<file path="src/rtl/mem_access_unit_pkg.sv">
// Shared encodings for the memory access stage: decode type codes, FSM states,
// access sizes and small decode helpers.
package mem_access_unit_pkg;

    localparam int XLEN   = 64;
    localparam int STRB_W = XLEN / 8;

    // Load/store codes must track the decode encodings exactly.
    localparam logic [2:0] LOAD_TYPE_NONE = 3'b000;
    localparam logic [2:0] LOAD_TYPE_LB   = 3'b001;
    localparam logic [2:0] LOAD_TYPE_LH   = 3'b010;
    localparam logic [2:0] LOAD_TYPE_LW   = 3'b011;
    localparam logic [2:0] LOAD_TYPE_LD   = 3'b100;
    localparam logic [2:0] LOAD_TYPE_LBU  = 3'b101;
    localparam logic [2:0] LOAD_TYPE_LHU  = 3'b110;
    localparam logic [2:0] LOAD_TYPE_LWU  = 3'b111;

    localparam logic [2:0] STORE_TYPE_NONE = 3'b000;
    localparam logic [2:0] STORE_TYPE_SB   = 3'b100;
    localparam logic [2:0] STORE_TYPE_SH   = 3'b101;
    localparam logic [2:0] STORE_TYPE_SW   = 3'b110;
    localparam logic [2:0] STORE_TYPE_SD   = 3'b111;

    localparam logic [1:0] MEM_STATE_IDLE = 2'd0;
    localparam logic [1:0] MEM_STATE_REQ  = 2'd1;
    localparam logic [1:0] MEM_STATE_RSP  = 2'd2;
    localparam logic [1:0] MEM_STATE_HOLD = 2'd3;

    typedef enum logic [1:0] {
        ST_IDLE = MEM_STATE_IDLE,
        ST_REQ  = MEM_STATE_REQ,
        ST_RSP  = MEM_STATE_RSP,
        ST_HOLD = MEM_STATE_HOLD
    } mem_state_e;

    // Encoded as log2(bytes) so a store code's low bits map straight across.
    typedef enum logic [1:0] {
        SIZE_B = 2'd0,
        SIZE_H = 2'd1,
        SIZE_W = 2'd2,
        SIZE_D = 2'd3
    } mem_size_e;

    function automatic mem_size_e op_size(input logic [2:0] load_type,
                                          input logic [2:0] store_type);
        if (store_type != STORE_TYPE_NONE)
            return mem_size_e'(store_type[1:0]);
        case (load_type)
            LOAD_TYPE_LB, LOAD_TYPE_LBU: return SIZE_B;
            LOAD_TYPE_LH, LOAD_TYPE_LHU: return SIZE_H;
            LOAD_TYPE_LW, LOAD_TYPE_LWU: return SIZE_W;
            default:                     return SIZE_D;
        endcase
    endfunction

    function automatic logic load_is_signed(input logic [2:0] load_type);
        return (load_type == LOAD_TYPE_LB) || (load_type == LOAD_TYPE_LH) ||
               (load_type == LOAD_TYPE_LW);
    endfunction

endpackage

</file>
<file path="src/rtl/mem_access_unit_if.sv">
// Data-memory request/response port: the access unit is master, memory is slave.
interface mem_access_unit_if #(
    parameter int XLEN   = mem_access_unit_pkg::XLEN,
    parameter int STRB_W = XLEN / 8
);
    logic              dmem_req_valid;
    logic              dmem_req_ready;
    logic              dmem_we;
    logic [XLEN-1:0]   dmem_addr;
    logic [XLEN-1:0]   dmem_wdata;
    logic [STRB_W-1:0] dmem_wstrb;
    logic              dmem_rsp_valid;
    logic [XLEN-1:0]   dmem_rdata;

    modport master (
        output dmem_req_valid, dmem_we, dmem_addr, dmem_wdata, dmem_wstrb,
        input  dmem_req_ready, dmem_rsp_valid, dmem_rdata
    );

    modport slave (
        input  dmem_req_valid, dmem_we, dmem_addr, dmem_wdata, dmem_wstrb,
        output dmem_req_ready, dmem_rsp_valid, dmem_rdata
    );
endinterface

</file>
<file path="src/rtl/mem_lane_align.sv">
// Byte-lane arithmetic for the memory stage: strobes, store shift, load
// extract/extend and alignment check. Purely combinational.
module mem_lane_align
    import mem_access_unit_pkg::*;
(
    input  logic [2:0]        addr_lo,
    input  mem_size_e         size,
    input  logic              is_signed,
    input  logic [XLEN-1:0]   wdata,
    input  logic [XLEN-1:0]   rdata,
    output logic [STRB_W-1:0] wstrb,
    output logic [XLEN-1:0]   wdata_shifted,
    output logic [XLEN-1:0]   load_data,
    output logic              misaligned
);
    logic [5:0]        shamt;
    logic [3:0]        size_bytes;
    logic [2:0]        align_mask;
    logic [STRB_W-1:0] size_mask;
    logic [XLEN-1:0]   field;

    assign shamt      = {addr_lo, 3'b000};
    assign size_bytes = 4'd1 << size;
    // For a dword size_bytes[2:0] wraps to 0, so the subtraction yields 3'b111.
    assign align_mask = size_bytes[2:0] - 3'd1;

    genvar gi;
    generate
        for (gi = 0; gi < STRB_W; gi++) begin : g_mask
            assign size_mask[gi] = (4'(gi) < size_bytes);
        end
    endgenerate

    assign wstrb         = size_mask << addr_lo;
    assign wdata_shifted = wdata << shamt;
    assign field         = rdata >> shamt;
    assign misaligned    = |(addr_lo & align_mask);

    always_comb begin
        load_data = field;
        case (size)
            SIZE_B:  load_data = {{(XLEN-8){is_signed & field[7]}},   field[7:0]};
            SIZE_H:  load_data = {{(XLEN-16){is_signed & field[15]}}, field[15:0]};
            SIZE_W:  load_data = {{(XLEN-32){is_signed & field[31]}}, field[31:0]};
            default: load_data = field;
        endcase
    end
endmodule

</file>
<file path="src/rtl/mem_access_unit.sv">
// Memory stage: latches one instruction, runs a single request/response on the
// data-memory port, and holds the aligned result until writeback takes it.
module mem_access_unit #(
    parameter int XLEN   = mem_access_unit_pkg::XLEN,
    parameter int STRB_W = XLEN / 8
) (
    input  logic              clk,
    input  logic              rst_n,
    input  logic              in_valid,
    output logic              in_ready,
    input  logic [XLEN-1:0]   in_alu_result,
    input  logic [XLEN-1:0]   in_wdata,
    input  logic [2:0]        in_load_type,
    input  logic [2:0]        in_store_type,
    output logic              out_valid,
    input  logic              out_ready,
    output logic [XLEN-1:0]   out_data,
    output logic              out_misaligned,
    mem_access_unit_if.master dmem
);
    import mem_access_unit_pkg::*;

    mem_state_e        state_reg, state_next;
    logic [XLEN-1:0]   addr_reg, wdata_reg, out_data_reg;
    logic [2:0]        load_type_reg, store_type_reg;
    logic              out_misaligned_reg;

    logic              in_idle, accept, live_no_mem, is_store;
    logic [2:0]        addr_lo_sel;
    mem_size_e         size_sel;
    logic [STRB_W-1:0] lane_wstrb;
    logic [XLEN-1:0]   lane_wdata, lane_load;
    logic              lane_misaligned;

    assign in_idle     = (state_reg == ST_IDLE);
    assign accept      = in_idle && in_valid;
    assign live_no_mem = (in_load_type == LOAD_TYPE_NONE) && (in_store_type == STORE_TYPE_NONE);
    assign is_store    = (store_type_reg != STORE_TYPE_NONE);

    // Live inputs feed the lane logic only in IDLE, where just the misaligned
    // flag is consumed; every shifted value is used later from the latches.
    assign addr_lo_sel = in_idle ? in_alu_result[2:0] : addr_reg[2:0];
    assign size_sel    = in_idle ? op_size(in_load_type, in_store_type)
                                 : op_size(load_type_reg, store_type_reg);

    mem_lane_align u_lane (
        .addr_lo       (addr_lo_sel),
        .size          (size_sel),
        .is_signed     (load_is_signed(load_type_reg)),
        .wdata         (wdata_reg),
        .rdata         (dmem.dmem_rdata),
        .wstrb         (lane_wstrb),
        .wdata_shifted (lane_wdata),
        .load_data     (lane_load),
        .misaligned    (lane_misaligned)
    );

    always_ff @(posedge clk or negedge rst_n) begin
        if (!rst_n) state_reg <= ST_IDLE;
        else        state_reg <= state_next;
    end

    always_comb begin
        state_next = state_reg;
        case (state_reg)
            ST_IDLE: if (in_valid) state_next = (live_no_mem || lane_misaligned) ? ST_HOLD : ST_REQ;
            ST_REQ:  if (dmem.dmem_req_ready) state_next = ST_RSP;
            ST_RSP:  if (dmem.dmem_rsp_valid) state_next = ST_HOLD;
            ST_HOLD: if (out_ready) state_next = ST_IDLE;
            default: state_next = ST_IDLE;
        endcase
    end

    always_ff @(posedge clk or negedge rst_n) begin
        if (!rst_n) begin
            addr_reg           <= '0;
            wdata_reg          <= '0;
            load_type_reg      <= '0;
            store_type_reg     <= '0;
            out_data_reg       <= '0;
            out_misaligned_reg <= 1'b0;
        end else begin
            if (accept) begin
                addr_reg       <= in_alu_result;
                wdata_reg      <= in_wdata;
                load_type_reg  <= in_load_type;
                store_type_reg <= in_store_type;
                if (live_no_mem) begin
                    out_data_reg       <= in_alu_result;
                    out_misaligned_reg <= 1'b0;
                end else if (lane_misaligned) begin
                    out_data_reg       <= '0;
                    out_misaligned_reg <= 1'b1;
                end
            end
            if (state_reg == ST_RSP && dmem.dmem_rsp_valid) begin
                out_data_reg       <= is_store ? '0 : lane_load;
                out_misaligned_reg <= 1'b0;
            end
            if (state_reg == ST_HOLD && out_ready) begin
                out_data_reg       <= '0;
                out_misaligned_reg <= 1'b0;
            end
        end
    end

    always_comb begin
        in_ready            = in_idle;
        out_valid           = (state_reg == ST_HOLD);
        out_data            = out_data_reg;
        out_misaligned      = out_misaligned_reg;
        dmem.dmem_req_valid = 1'b0;
        dmem.dmem_we        = 1'b0;
        dmem.dmem_addr      = '0;
        dmem.dmem_wdata     = '0;
        dmem.dmem_wstrb     = '0;
        if (state_reg == ST_REQ) begin
            dmem.dmem_req_valid = 1'b1;
            dmem.dmem_we        = is_store;
            dmem.dmem_addr      = {addr_reg[XLEN-1:3], 3'b000};
            dmem.dmem_wdata     = is_store ? lane_wdata : '0;
            dmem.dmem_wstrb     = is_store ? lane_wstrb : '0;
        end
    end
endmodule

</file>
<file path="src/flat_wrapper.sv">
// flat-port wrapper written by rule: the top's interface ports become plain ports
module mem_access_unit_flat import mem_access_unit_pkg::*;
#(
    parameter int XLEN   = mem_access_unit_pkg::XLEN,
    parameter int STRB_W = XLEN / 8
)
  (clk, rst_n, in_valid, in_ready, in_alu_result, in_wdata, in_load_type, in_store_type, out_valid, out_ready, out_data, out_misaligned, dmem_dmem_req_valid, dmem_dmem_we, dmem_dmem_addr, dmem_dmem_wdata, dmem_dmem_wstrb, dmem_dmem_req_ready, dmem_dmem_rsp_valid, dmem_dmem_rdata);
  mem_access_unit_if #(.XLEN(XLEN), .STRB_W(STRB_W)) dmem_i ();
  input  logic clk;
  input  logic rst_n;
  input  logic in_valid;
  output logic in_ready;
  input  logic [XLEN-1:0] in_alu_result;
  input  logic [XLEN-1:0] in_wdata;
  input  logic [2:0] in_load_type;
  input  logic [2:0] in_store_type;
  output logic out_valid;
  input  logic out_ready;
  output logic [XLEN-1:0] out_data;
  output logic out_misaligned;
  output wire logic [$bits(dmem_i.dmem_req_valid)-1:0] dmem_dmem_req_valid;
  output wire logic [$bits(dmem_i.dmem_we)-1:0] dmem_dmem_we;
  output wire logic [$bits(dmem_i.dmem_addr)-1:0] dmem_dmem_addr;
  output wire logic [$bits(dmem_i.dmem_wdata)-1:0] dmem_dmem_wdata;
  output wire logic [$bits(dmem_i.dmem_wstrb)-1:0] dmem_dmem_wstrb;
  input wire logic [$bits(dmem_i.dmem_req_ready)-1:0] dmem_dmem_req_ready;
  input wire logic [$bits(dmem_i.dmem_rsp_valid)-1:0] dmem_dmem_rsp_valid;
  input wire logic [$bits(dmem_i.dmem_rdata)-1:0] dmem_dmem_rdata;
  assign dmem_dmem_req_valid = dmem_i.dmem_req_valid;
  assign dmem_dmem_we = dmem_i.dmem_we;
  assign dmem_dmem_addr = dmem_i.dmem_addr;
  assign dmem_dmem_wdata = dmem_i.dmem_wdata;
  assign dmem_dmem_wstrb = dmem_i.dmem_wstrb;
  assign dmem_i.dmem_req_ready = dmem_dmem_req_ready;
  assign dmem_i.dmem_rsp_valid = dmem_dmem_rsp_valid;
  assign dmem_i.dmem_rdata = dmem_dmem_rdata;
  mem_access_unit #(.XLEN(XLEN), .STRB_W(STRB_W)) u_core (.clk(clk), .rst_n(rst_n), .in_valid(in_valid), .in_ready(in_ready), .in_alu_result(in_alu_result), .in_wdata(in_wdata), .in_load_type(in_load_type), .in_store_type(in_store_type), .out_valid(out_valid), .out_ready(out_ready), .out_data(out_data), .out_misaligned(out_misaligned), .dmem(dmem_i));
endmodule
</file>
<file path="config.mk">
export PLATFORM = sky130hd
export DESIGN_NAME = mem_access_unit_flat
export DESIGN_NICKNAME = d
export VERILOG_FILES = /design/src/rtl/mem_access_unit_pkg.sv /design/src/rtl/mem_access_unit_if.sv /design/src/rtl/mem_lane_align.sv /design/src/rtl/mem_access_unit.sv /design/src/flat_wrapper.sv
export SDC_FILE = /design/constraint.sdc
export NUM_CORES = 1
export LEC_CHECK = 0
export BUFFER_PORTS_ARGS = -buffer_cell sky130_fd_sc_hd__buf_2
export CAP_MARGIN = 20
export CELL_PAD_IN_SITES_DETAIL_PLACEMENT = 1
export CELL_PAD_IN_SITES_GLOBAL_PLACEMENT = 2
export CORE_ASPECT_RATIO = 0.9
export CORE_MARGIN = 1
export CORE_UTILIZATION = 28
export DETAILED_ROUTE_END_ITERATION = 6
export GPL_ROUTABILITY_DRIVEN = 0
export PLACE_DENSITY = 0.9
export SLEW_MARGIN = 20
export SYNTH_ARGS = -nofsm -noshare
export SYNTH_HDL_FRONTEND = slang
export SYNTH_SLANG_ARGS = --single-unit
</file>
<file path="constraint.sdc">
create_clock -name clk -period 4.5 [get_ports clk]
set_clock_uncertainty 0.05 [all_clocks]
set_input_delay 1.125 -clock clk [delete_from_list [all_inputs] [get_ports clk]]
set_output_delay 1.125 -clock clk [all_outputs]
set_load 0.02 [all_outputs]
</file>
==> results of run 1 <==
[metal layers]
metal / vias up / wire (µm) / GRT usage
met5: - / 106 / 0
met4: 18 / 1770 / 0.0794
met3: 123 / 4780 / 0.0603
met2: 594 / 30300 / 0.459
met1: 6968 / 24800 / 0.320
li1: 6410 / - / -
[report_power, final]
part | total (mW) | switching [mW] | internal (mW)
Combinational | 7.83 | 5.26 | 2.57
Clock | 2.17 | 0.861 | 1.31
Sequential | 3.32 | 0.715 | 2.60
Total | 13.3 | 6.84 | 6.48
[cell usage after synthesis, types with 3 or more instances]
library cell                count  area [µm²]
sky130_fd_sc_hd__nand2_1      655        2460
sky130_fd_sc_hd__dfrtp_1      201        5030
sky130_fd_sc_hd__a21oi_1      115         576
sky130_fd_sc_hd__nand3_1       95         475
sky130_fd_sc_hd__clkbuf_1      92         345
sky130_fd_sc_hd__and2_1        73         457
sky130_fd_sc_hd__nor2_1        72         270
sky130_fd_sc_hd__mux2i_1       71         711
sky130_fd_sc_hd__o21ai_0       56         280
sky130_fd_sc_hd__a22oi_1       36         270
sky130_fd_sc_hd__buf_1         17        63.8
sky130_fd_sc_hd__buf_2         13        65.1
sky130_fd_sc_hd__a31oi_1       12        75.1
sky130_fd_sc_hd__a32oi_1       12         105
sky130_fd_sc_hd__a211o_1       11        96.3
sky130_fd_sc_hd__nor3_1        11        55.1
sky130_fd_sc_hd__and3_1        10        62.6
sky130_fd_sc_hd__a21o_1         9        67.6
sky130_fd_sc_hd__o211ai_1       9        67.6
sky130_fd_sc_hd__o311a_1        9        90.1
sky130_fd_sc_hd__buf_4          8        60.1
sky130_fd_sc_hd__o22ai_1        8        50.1
sky130_fd_sc_hd__inv_1          7        26.3
sky130_fd_sc_hd__or3_1          7        43.8
sky130_fd_sc_hd__a22o_1         6        52.6
sky130_fd_sc_hd__ha_1           5        62.6
sky130_fd_sc_hd__o2bb2ai_1      4        35.0
sky130_fd_sc_hd__a211oi_1       3        22.5
sky130_fd_sc_hd__a221o_1        3        30.0
sky130_fd_sc_hd__mux4_2         3        67.6
sky130_fd_sc_hd__nand2b_1       3        18.8
sky130_fd_sc_hd__o21ba_2        3        30.0
sky130_fd_sc_hd__o221a_2        3        33.8
[kinds of logic after synthesis]
| logic type | count (synthesis) | synth area share |
|---|---|---|
| AOI/OAI and AO/OA | 323 | 0.167 |
| xor gates and xnor gates | 2 | 0.00139 |
| muxes | 79 | 0.0688 |
| buffers and inverters | 140 | 0.0467 |
| and+or+nand+nor | 933 | 0.310 |
| other | 1 | 0.000299 |
| DFF | 201 | 0.400 |
| adders and majority gates | 5 | 0.00498 |
[per-stage QoR]
stage / instances / cell area (µm²) / power, mW / hold slack (ps)
3_5_place_dp: 2608 / 15300 / 11.1 / 404
4_1_cts: 2652 / 16200 / 13.3 / 419
5_1_grt: 2661 / 16200 / 14.2 / 430
6_report: 2664 / 16200 / 13.3 / 417
3_3_place_gp: 2608 / 15300 / 10.9 / 400
2_1_floorplan: 1686 / 12600 / 8.09 / 388
[area by class of cell]
class	instances	share of cell area
inverter	8	0.00185
antenna	12	0.00185
multi-input combinational	1345	0.433
timing repair buffer	454	0.154
sequential	201	0.310
clock buffer	32	0.0420
tap	600	0.0462
clock inverter	12	0.0113
[worst max-delay path, stage by stage, from the launching register on]
cell and delay [ps]:
sky130_fd_sc_hd__dfrtp_1 420, sky130_fd_sc_hd__inv_1 130, sky130_fd_sc_hd__ha_1 190, sky130_fd_sc_hd__buf_4 220
sky130_fd_sc_hd__mux2i_4 350, sky130_fd_sc_hd__buf_12 250, sky130_fd_sc_hd__mux2i_2 450, sky130_fd_sc_hd__mux2i_1 180
sky130_fd_sc_hd__and2_1 230, sky130_fd_sc_hd__buf_2 160
[worst paths after layout]
kind	end	cells after the start
worst max-delay path	dmem_dmem_wdata[24]	9
max in group asynchronous	u_core.addr_reg[25]	2
worst min register to register	u_core.addr_reg[44]	2
worst min-delay path	u_core.addr_reg[44]	2
min in group asynchronous	u_core.out_data[16]	1
worst max register to register	u_core.out_data[59]	11
==> parameters.txt, run 1 <==
Parameter                              Value

Run status
  Outcome ... completed

STA
  Max-slew violations ... 0
  Final clock period utilization by the worst path ... 0.963
  Sum Neg Setup Slack ... 0 ps
  Endpoints failing hold ... 0
  Slew margin rel. ... 0.411
  Min Tclk post-route ... 4330 ps
  Fmax achieved ... 231 MHz
  RSZ-0062 raised after global routing ... no
  Worst path setup slack after routing ... 167 ps
  Endpoints failing setup ... 0
  Slew of the pin with the lowest slew margin ... 884 ps

Synth
  Number of cells produced by synthesis ... 1684
  Most used flip-flop cell after synthesis ... sky130_fd_sc_hd__dfrtp_1
  Sequential share of the synthesized area ... 0.400
  Count of cell types in the netlist ... 62
  Number of warning messages in the yosys log ... 0
  EDFF count, synth ... 0
  Async set-or-reset flop fraction in the synthesized netlist ... 1.00
  Register bit count reported by yosys ... 201
  Total standard cell area after synthesis ... 12600 µm²
  Synthesized area per cell ... 7.46 µm²

Clock network
  Num CTS Buffers ... 25
  Hold Buf Count CTS ... 0
  Root cell of the clock tree ... sky130_fd_sc_hd__clkbuf_16
  Post-CTS setup repair buffer count ... 0
  Clock transition time at the flip-flop clock pins of the worst setup and hold paths ... 60 ps
  Worst-case clock buffer depth ... 3
  CTS tree ... done
  Clock sinks ... 201
  Number of levels the H-tree was split into ... 1
  Number of gates resized after CTS ... 0
  Clock latency of the later-clocked register in the worst-skew pair ... 550 ps

Cells and area
  Register cell area after layout ... 5030 µm²
  Fraction of layout instances using a drive strength above 1 ... 0.255
  Final layout net count ... 2244
  Fill cell count ... 5560
  Finished Core Util ... 0.367
  Layout overhead on the synthesized area ... 29.3%
  Leading cell type in the layout, fill and taps excluded ... sky130_fd_sc_hd__nand2_1
  Commonest cells after routing, fill and taps aside ... 653 x sky130_fd_sc_hd__nand2_1, 404 x sky130_fd_sc_hd__buf_2, 201 x sky130_fd_sc_hd__dfrtp_1, 115 x sky130_fd_sc_hd__a21oi_1, 95 x sky130_fd_sc_hd__nand3_1
  Area of the multi-input gates ... 7030 µm²

Min path
  Start point of the worst hold path ... u_core.addr_reg[44]
  Class of the worst hold path ... reg2reg

Floorplanning
  Die Footprint ... 45700 µm²
  Number of core rows ... 73
  Core ar. ... 44200 µm²
  Horiz. Die Dim ... 225 µm
  Initial Utilization ... 0.284
  I/O pin count ... 409
  Die height ... 203 µm

Route
  Drt drc ... 0
  Detail-routed net length per standard cell ... 23.2 µm
  Number of design-rule violations left by the first detailed-router iteration ... 1085
  Vias per cell ... 5.30
  Total Routed Length ... 61700 µm
  Pre-Repair DR Iteration Count ... 5
  Vias ... 14100
  Routed Antenna Nets ... 0

Worst setup path
  Data arrival time at the worst-slack endpoint ... 3160 ps
  Endpoint kind of the worst setup timing path ... output pin
  Maximum fanout count along the critical path ... 33
  Critical Path Start ... u_core.state_reg[1]
  Crit path kind ... reg2out
  Crit path required time ... 3320 ps
  Setup slack on the worst flop-to-flop path ... 690 ps
  CP startpoint kind ... flop
  Startpoint of the most critical register-to-register path ... u_core.state_reg[0]

Global routing
  Via count of the first global-routing pass ... 14600
  Remaining global-route overflow ... 0
  Number of antenna violations at the first check in global routing ... 22
  Wire length of the first global-routing pass ... 91600 µm
  Largest net degree at the start of global routing ... 92
  Total GRT Usage ... 0.263

Job
  Max-Cap Viols ... 0

Placed design
  Port bufs ... 405
  Detailed placement HPWL ... 46800 µm
  Post-Place Setup Slack ... 249 ps

Power and ir drop
  Pleak ... 8.68 nW
  IR Drop Worst-Case VDD ... 0.000369 V
  Power per cell area ... 820 nW/µm²
Note: power is estimated with default switching activity, not from simulation.
==> run 2, diff against run 1 <==
--- a/config.mk
+++ b/config.mk
@@ -11,10 +11,13 @@
 export CELL_PAD_IN_SITES_GLOBAL_PLACEMENT = 2
 export CORE_ASPECT_RATIO = 0.9
 export CORE_MARGIN = 1
-export CORE_UTILIZATION = 28
+export CORE_UTILIZATION = 29
+export CTS_BUF_LIST = sky130_fd_sc_hd__clkbuf_4
 export DETAILED_ROUTE_END_ITERATION = 6
 export GPL_ROUTABILITY_DRIVEN = 0
-export PLACE_DENSITY = 0.9
+export HOLD_SLACK_MARGIN = 0.05
+export PLACE_DENSITY = 0.92
+export SKIP_LAST_GASP = 1
 export SLEW_MARGIN = 20
 export SYNTH_ARGS = -nofsm -noshare
 export SYNTH_HDL_FRONTEND = slang
==> run 2 against run 1 <==
  * Critical path depth rose by 1
  * Die area fell by 3.4%
  * Routed wire length fell by 1.2%
  * Global-route usage rose by 0.86 points
  * Register-to-register slack improved by 280 ps
  * Sequential cell count did not move
  * Setup slack got worse by 41 ps
  * Clock-buffer cell count rose by 53
  * Sequential power barely moved
  * Maximum frequency fell by 0.95%
  * Hold slack got worse by 120 ps
  * Clock power fell by 20%
  * Critical endpoint is now dmem_dmem_wdata[55]
==> parameters.txt, run 2 (synthesis gave the netlist of run 1 again) <==
Parameter                              Value

Min path
  Class of the worst hold path ... in2async

STA
  Max-slew violations ... 0 (unchanged)
  Slew of the pin with the lowest slew margin ... 1050 ps (+163 ps)
  Fmax achieved ... 229 MHz (-0.95%)
  Final clock period utilization by the worst path ... 0.972 (+0.00919)
  Sum Neg Setup Slack ... 0 ps (unchanged)
  Endpoints failing hold ... 0 (unchanged)
  Slew margin rel. ... 0.302 (-0.109)
  RSZ-0062 raised after global routing ... yes
  Min Tclk post-route ... 4370 ps (+41.4 ps)
  Endpoints failing setup ... 0 (unchanged)

Worst setup path
  Setup slack on the worst flop-to-flop path ... 970 ps (+280 ps)
  Endpoint kind of the worst setup timing path ... output pin
  CP startpoint kind ... flop
  Worst Reg2Reg Path Length in Cells ... 12 (+1)
  Maximum fanout count along the critical path ... 15 (-55%)
  Sequence of cells on the critical path ... inv_2, ha_4, buf_12, mux2_4, nor2_1, buf_6, a21oi_1, nand2_1, o311a_1, buf_2
  Buffer and inverter count on the worst path ... 4 (unchanged)
  Levels on crit path ... 10 (+1)
  Max stage delay cell, worst path ... sky130_fd_sc_hd__dfrtp_1
  Crit path kind ... reg2out
  Data arrival time at the worst-slack endpoint ... 3200 ps (+40 ps)
  Largest stage delay on the critical path ... 420 ps (-30 ps)
  Kind of cell adding the most delay to the critical path ... buffers and inverters
  R2r endpoint ... u_core.out_data[50]
  Crit path required time ... 3320 ps (about the same)
  Startpoint of the most critical register-to-register path ... u_core.state_reg[1]

Global routing
  Via count of the first global-routing pass ... 14900 (+2.0%)
  Number of antenna violations at the first check in global routing ... 20 (-9.1%)
  Wire length of the first global-routing pass ... 91400 µm (-0.20%)
  Total GRT Usage ... 0.272 (+0.00862)
  Remaining global-route overflow ... 0 (unchanged)
  Largest net degree at the start of global routing ... 91 (-1.1%)

Clock network
  Worst-case clock buffer depth ... 3 (unchanged)
  Clock latency of the later-clocked register in the worst-skew pair ... 790 ps (+240 ps)
  CTS tree ... done
  Num CTS Buffers ... 58 (+130%)
  Clock sinks ... 201 (unchanged)
  Number of levels the H-tree was split into ... 2 (+1)
  Clock transition time at the flip-flop clock pins of the worst setup and hold paths ... 70 ps (about the same)
  Root cell of the clock tree ... sky130_fd_sc_hd__clkbuf_4
  Hold Buf Count CTS ... 0 (unchanged)

Floorplanning
  I/O pin count ... 409 (unchanged)
  Die Footprint ... 44100 µm² (-3.4%)
  Initial Utilization ... 0.297 (+0.0129)
  Number of core rows ... 71 (-2.7%)
  Horiz. Die Dim ... 221 µm (-1.7%)
  Core ar. ... 42300 µm² (-4.3%)
  Die height ... 199 µm (-1.7%)

Power and ir drop
  Pleak ... 8.72 nW (+0.45%)
  Power per cell area ... 806 nW/µm² (-1.7%)
  IR Drop Worst-Case VDD ... 0.000327 V (-11%)

Route
  Total Routed Length ... 60900 µm (-1.2%)
  Drt drc ... 0 (unchanged)
  Vias per cell ... 5.33 (+0.67%)
  Number of design-rule violations left by the first detailed-router iteration ... 1040 (-4.1%)
  Vias ... 14300 (+0.97%)
  Pre-Repair DR Iteration Count ... 5 (unchanged)
  Detail-routed net length per standard cell ... 22.8 µm (-1.5%)
  Routed Antenna Nets ... 0 (unchanged)

Cells and area
  Non-Filler Cell Area, Final ... 16100 µm² (-0.69%)
  Register cell area after layout ... 5030 µm² (unchanged)
  Finished Core Util ... 0.381 (+0.0141)
  Final layout net count ... 2276 (+1.4%)
  Fraction of layout instances using a drive strength above 1 ... 0.276 (+0.0207)
  Leading cell type in the layout, fill and taps excluded ... sky130_fd_sc_hd__nand2_1
  Layout overhead on the synthesized area ... 28.4%
  Area of the multi-input gates ... 7060 µm² (+0.43%)
  Commonest cells after routing, fill and taps aside ... 652 x sky130_fd_sc_hd__nand2_1, 403 x sky130_fd_sc_hd__buf_2, 201 x sky130_fd_sc_hd__dfrtp_1, 112 x sky130_fd_sc_hd__a21oi_1, 95 x sky130_fd_sc_hd__nand3_1
  Fill cell count ... 5338 (-4.0%)

Run status
  Outcome ... completed

Placed design
  Detailed placement HPWL ... 45200 µm (-3.4%)
  Port bufs ... 405 (unchanged)
  Cell area after placement ... 15200 µm² (-0.80%)

Job
  Max-Cap Viols ... 0 (unchanged)
[run 2: cell count changes in the layout (fill, tap and decap cells not counted), sizes merged]
cell	previous run	this run
clkinv	6	18
bufinv	4	0
inv	10	9
buf	453	451
clkbuf	33	85
clkinvlp	0	1
diode	12	13
bufbuf	0	2
[run 2: metal layers]
layer,track usage,wire length [µm],vias to the layer above
li1,-,-,6503
met4,0.114,2150,12
met2,0.470,29800,559
met1,0.329,25000,7049
met5,0,77,-
met3,0.0554,3980,127
[run 2: worst max-delay path by stage]
stage	from	end	slack [ps]
finish	u_core.state_reg[1]	dmem_dmem_wdata[55]	130
global route	u_core.state_reg[1]	dmem_dmem_wstrb[7]	-9
CTS	u_core.state_reg[1]	dmem_dmem_wdata[49]	10
detailed placement	in_store_type[1]	dmem_dmem_wstrb[5]	270
global placement	in_store_type[1]	dmem_dmem_wstrb[5]	410
floorplan	in_alu_result[0]	dmem_dmem_wstrb[5]	340
[run 2: what timing repair did]
action / 4_1_cts / 5_1_grt
cloned: 2 / 0
endpoints found under the setup margin: 62 / 23
pin swaps: 1 / 0
gates resized for setup: 17 / 4
buffers inserted: 1 / 2
[run 2: layout make-up]
cell class | count | share of cell area
clock buffers | 85 | 0.0396
clock inverters | 20 | 0.00543
repair buffers | 453 | 0.159
diodes | 13 | 0.00202
flip-flops and latches | 201 | 0.312
inverters | 8 | 0.00186
multi-input cells | 1345 | 0.438
well taps | 547 | 0.0424
[run 2: power breakdown]
group          internal, mW  leakage, nW  switching [mW]
clock                 0.865        0.433           0.876
sequential             2.60         2.59           0.708
combinational          2.67         5.70            5.28
total                  6.14         8.72            6.86
[run 2: stage by stage]
stage	setup slack (ps)	hold slack [ps]	instances	total power, mW
after detailed placement	274	408	2549	11.0
after global placement	408	399	2549	10.8
after global routing	-8.70	299	2671	13.9
after CTS	10.1	271	2657	13.0
final	126	293	2672	13.0
after floorplan	340	388	1686	8.09
